==> src/rtl/calc_unit.sv <==
// Accumulator calculator: a 16-bit accumulator shown on the LEDs, updated while
// btnd is held by an 8-op ALU combining it with the switch operand.
module calc_unit (
  input  logic        clk,
  input  logic        btnu,
  input  logic        btnd,
  input  logic        btnl,
  input  logic        btnc,
  input  logic        btnr,
  input  logic [15:0] sw,
  output logic [15:0] led
);

  localparam int unsigned DW  = 16;
  localparam int unsigned AW  = 32;
  localparam int unsigned SHW = 5;

  typedef enum logic [2:0] {
    OP_AND = 3'b000,
    OP_OR  = 3'b001,
    OP_ADD = 3'b010,
    OP_SUB = 3'b011,
    OP_LT  = 3'b100,
    OP_LSL = 3'b101,
    OP_ASR = 3'b110,
    OP_XOR = 3'b111
  } op_e;

  logic [DW-1:0]  acc;
  op_e            op_c;
  logic [AW-1:0]  a_c;
  logic [AW-1:0]  b_c;
  logic [SHW-1:0] shamt_c;
  logic           lt_c;
  logic [DW-1:0]  res_c;

  // Operands are sign-extended so that compare and arithmetic shift see true signs
  assign op_c    = op_e'({btnl, btnc, btnr});
  assign a_c     = {{(AW-DW){acc[DW-1]}}, acc};
  assign b_c     = {{(AW-DW){sw[DW-1]}}, sw};
  assign shamt_c = sw[SHW-1:0];
  assign lt_c    = $signed(a_c) < $signed(b_c);

  // ALU; only the low 16 bits of the 32-bit result are kept
  always_comb begin
    res_c = '0;
    case (op_c)
      OP_AND:  res_c = DW'(a_c & b_c);
      OP_OR:   res_c = DW'(a_c | b_c);
      OP_ADD:  res_c = DW'(a_c + b_c);
      OP_SUB:  res_c = DW'(a_c - b_c);
      OP_LT:   res_c = DW'(lt_c);
      OP_LSL:  res_c = DW'(a_c << shamt_c);
      OP_ASR:  res_c = DW'($signed(a_c) >>> shamt_c);
      OP_XOR:  res_c = DW'(a_c ^ b_c);
      default: res_c = '0;
    endcase
  end

  // Accumulator: async reset wins over the enter enable
  always_ff @(posedge clk or posedge btnu) begin
    if (btnu) begin
      acc <= '0;
    end else if (btnd) begin
      acc <= res_c;
    end
  end

  assign led = acc;

endmodule

==> config.mk <==
export PLATFORM = sky130hd
export DESIGN_NAME = calc_unit
export DESIGN_NICKNAME = d
export VERILOG_FILES = /design/src/rtl/calc_unit.sv
export SDC_FILE = /design/constraint.sdc
export NUM_CORES = 1
export LEC_CHECK = 0
export ABC_AREA = 1
export BUFFER_PORTS_ARGS = -buffer_cell sky130_fd_sc_hd__buf_4
export CAP_MARGIN = 0
export CORE_MARGIN = 4
export CORE_UTILIZATION = 30
export DETAILED_ROUTE_END_ITERATION = 16
export GPL_TIMING_DRIVEN = 0
export PLACE_DENSITY = 0.53
export SLEW_MARGIN = 20
export SYNTH_ARGS = -nofsm -noshare
export SYNTH_HDL_FRONTEND = slang
export SYNTH_SLANG_ARGS = --single-unit
==> constraint.sdc <==
create_clock -name clk -period 3 [get_ports clk]
set_clock_uncertainty 0.2 [all_clocks]
set_input_delay 0.6 -clock clk [delete_from_list [all_inputs] [get_ports clk]]
set_output_delay 0.6 -clock clk [all_outputs]
set_load 0.01 [all_outputs]
==> reports/results.md <==
| Metric | This run | Unit |
| --- | --- | --- |
| Warnings, synthesis | 0 | - |
| Area of the core region | 15900 | sq um |
| Final setup violation count | 0 | - |
| Crit path buf inv count | 2 | - |
| Mapped cell area | 4910 | sq um |
| Routed vias/inst | 5.16 | - |
| Type of origin of the critical path | flip-flop | - |
| Flip-flop count of the largest register, all copies and words added | 16 | - |
| Sinks on Clock Net | 16 | - |
| Number of flip-flops and latches in the synthesized netlist | 16 | - |
| RSZ-0062 raised after global routing | no | - |
| Net count of the mapped netlist | 1020 | - |
| Cell with the biggest individual delay on the critical path | dfrtp_1 | - |
| Share of the clock period used by the worst path | 0.890 | - |
| Chip height | 136 | um |
| Most Frequent Cell on Critical Path | nand2_1 | - |
| Count of input and output buffers | 37 | - |
| Share of the synthesized area in the top cell type | 0.262 | - |
| Result of the run | finished, final reports clean | - |
| Fraction of the yosys area taken by sequential cells | 0.0815 | - |
| Final setup margin | 0.331 | ns |
| Post-layout net count | 1063 | - |
| Area grow syn2layout | 13.1 | % |
| Number of violations reported at the end of detailed-routing iteration 0 | 660 | - |
| Worst slew pin tran | 0.731 | ns |
| CTS Root Buffer Type | clkbuf_16 | - |
| Category of cells accounting for the largest share of critical-path delay | simple AND/OR/NAND/NOR gates | - |
| Fraction of final layout cells sized beyond drive strength 1 | 0.0914 | - |
| Post-synth top area cell | nand2_1 | - |
| Area post-placement | 5460 | sq um |
| Category of the most critical setup path | reg2reg | - |
| Leading register cell type out of synthesis | dfrtp_1 | - |
| Worst voltage drop across the vdd grid | 0.000190 | V |
| Place WS | -0.308 | ns |
| Combined flip-flop and latch cell area | 400 | sq um |
| Max Root-Sink Buffers | 2 | - |
| Remaining routing DRC violations | 0 | - |
| Antenna Violating Nets Remaining | 0 | - |
| Overall power | 2.24 | mW |
| Final routed wire length divided by cell count | 16.7 | um |
| Max-cap violations | 0 | - |
| Final-report hold violation count | 0 | - |
| Number of slew-limit violations in the final report | 0 | - |
| Max_slew headroom | 0.512 | - |
| Insertion delay to the later sink of the worst-skew pair | 0.26 | ns |
| Remaining Overflow, GRT | 0 | - |
| Number of buffers added by the clock tree synthesis step | 3 | - |
| Via count of the first global-routing pass | 5695 | - |
| Maximum level of the CTS H-tree | 1 | - |
| Largest fanout on the critical path | 7 | - |
| Largest net degree at the start of global routing | 19 | - |
| WP data required | 2.96 | ns |
| Cell with the most instances after synthesis | nand2_1 | - |
| Arrival time at the worst endpoint | 2.62 | ns |
| Most instantiated cells after synthesis | nand2_1, nand3_1, inv_1 | - |
| TritonCTS clock tree | yes | - |
| Number of primary I/O pins | 38 | - |
| Cell leakage power | 3.23 | nW |
| Antenna diodes | 0 | - |
| Overall fraction of global-route tracks in use | 0.217 | - |
| Die outline width | 136 | um |
| Row Count | 46 | - |
| CP peak stage delay | 0.50 | ns |
| Filler cell count in the final layout | 1856 | - |
| Routed via count | 6202 | - |
| DP Wirelength | 16.3 | mm |
| Post-CTS Hold Buffers | 0 | - |
| Highest clock frequency the design can meet | 375 | MHz |
| Wire length of the first global-routing pass | 31.4 | mm |
| EDFF count, synth | 0 | - |
| Avg Synthesized Cell Area | 5.20 | sq um |
| Clock slew at the register clock pins of the worst setup and hold paths | 0.06 | ns |
| Drt pass-1 iters | 6 | - |
| Chain of cells forming the critical path | inv_1 -> ha_1 -> fa_1 -> inv_1 -> nand2_1 -> nand2_1 -> nand3_1 -> nand2_1 -> nand2_1 -> nand2_1 -> nand2_1 -> nand3_1 -> nand3_1 -> nand2_1 -> nand2_1 | - |
| Setup crit end kind | flip-flop | - |
| Minimum period implied by the final worst setup slack | 2.67 | ns |
| Share of flip-flops with an asynchronous set or reset | 1.00 | - |
| Final routed wirelength across all metal layers | 20.1 | mm |
| Sum of negative setup slack | 0 | ns |
| Path type of the worst min-delay path | in2async | - |
| Non-Filler Cell Area, Final | 5550 | sq um |
| Gp weighted congestion | 0.950 | - |
| Multi-input gate area in the final layout | 3820 | sq um |
| Synth unique cells | 41 | - |
| Die area | 18500 | sq um |
| Initial standard-cell utilization of the core | 0.308 | - |
| Count of mapped cells out of synthesis | 944 | - |
| Initial antenna violation count | 0 | - |
| Power per cell area | 403 | nW/um^2 |
| Biggest area contributors in the synthesized netlist | nand2_1, nand3_1, ha_1, inv_1, dfrtp_1 | - |
## metrics by stage
| stage | hold WS [ns] | utilization | instances |
|---|---|---|---|
| finish | 0.262 | 0.348 | 1201 |
| global route | 0.333 | 0.348 | 1201 |
| CTS | 0.287 | 0.347 | 1199 |
| detailed placement | 0.461 | 0.342 | 1197 |
| global placement | 0.462 | 0.342 | 1197 |
| floorplan | 0.314 | - | 944 |
## routing by layer
metal | global-route usage | share of wire | vias up
met2 | 0.337 | 0.43 | 292
met3 | 0.0248 | 0.074 | 37
met4 | 0.0504 | 0.025 | 0
met1 | 0.321 | 0.47 | 2796
li1 | - | - | 3077
met5 | 0 | 0 | -
## cell usage in the layout (no fill, tap or decap), types with 4 or more instances in the layout
master    count
nand3_1     170
buf_2        11
nor2_2        4
nand2_1     342
nor2_1       73
and2_1        4
inv_2         5
ha_1         52
inv_1       132
nand4_1      12
dfrtp_1      16
clkbuf_1      7
buf_4        46
o21ai_1       5
nand3b_1      4
nand2_2       6
nor3_1        7
a21oi_1      24
o21ai_0      29
## path summary, 6_finish.rpt
| kind | startpoint | end | slack [ns] | cells after the start |
|---|---|---|---|---|
| worst max-delay path | led[0]$_DFFE_PP0P_ | led[0]$_DFFE_PP0P_ | 0.33 | 15 |
| worst max register to register | led[0]$_DFFE_PP0P_ | led[0]$_DFFE_PP0P_ | 0.33 | 15 |
| worst min register to register | led[11]$_DFFE_PP0P_ | led[11]$_DFFE_PP0P_ | 0.47 | 2 |
| min in group clk | led[11]$_DFFE_PP0P_ | led[11]$_DFFE_PP0P_ | 0.47 | 2 |
| max in group asynchronous | btnu | led[4]$_DFFE_PP0P_ | 1.87 | 2 |
| worst min-delay path | btnu | led[14]$_DFFE_PP0P_ | 0.26 | 2 |
## final cells by class
type | count | area share
buffer | 28 | 0.0284
clock buffer | 3 | 0.0135
inverter | 140 | 0.0962
multi-input combinational | 758 | 0.687
sequential | 16 | 0.0721
tap | 216 | 0.0487
timing repair buffer | 40 | 0.0541
## power breakdown
group / leakage, nW / switching, mW / internal [mW]
sequential: 0.203 / 0.125 / 0.257
combinational: 2.99 / 1.04 / 0.529
clock: 0.0370 / 0.107 / 0.176
total: 3.23 / 1.28 / 0.963
## worst register-to-register path: stages (launching register included)
cell and delay [ns]:
dfrtp_1 0.50, inv_1 0.10, ha_1 0.25, fa_1 0.42
inv_1 0.08, nand2_1 0.07, nand2_1 0.15, nand3_1 0.14
nand2_1 0.11, nand2_1 0.08, nand2_1 0.07, nand2_1 0.06
nand3_1 0.11, nand3_1 0.11, nand2_1 0.09, nand2_1 0.04
## kinds of logic (layout without fill, tap and decap cells)
logic type / Yosys count / in the layout / synth area share
AO/OA/AOI/OAI: 71 / 71 / 0.0805
AND/OR/NAND/NOR: 633 / 633 / 0.555
flip-flops: 16 / 16 / 0.0815
adder cells (fa/ha/maj): 54 / 54 / 0.141
buffers and inverters: 170 / 211 / 0.142
## what timing repair did
action | in CTS | in global routing
endpoints found under the hold margin | 0 | 0
buffers inserted | 0 | 3
setup endpoints to repair | 6 | 14
resized for setup | 0 | 3
No activity file was read; power rests on OpenSTA's default activity.
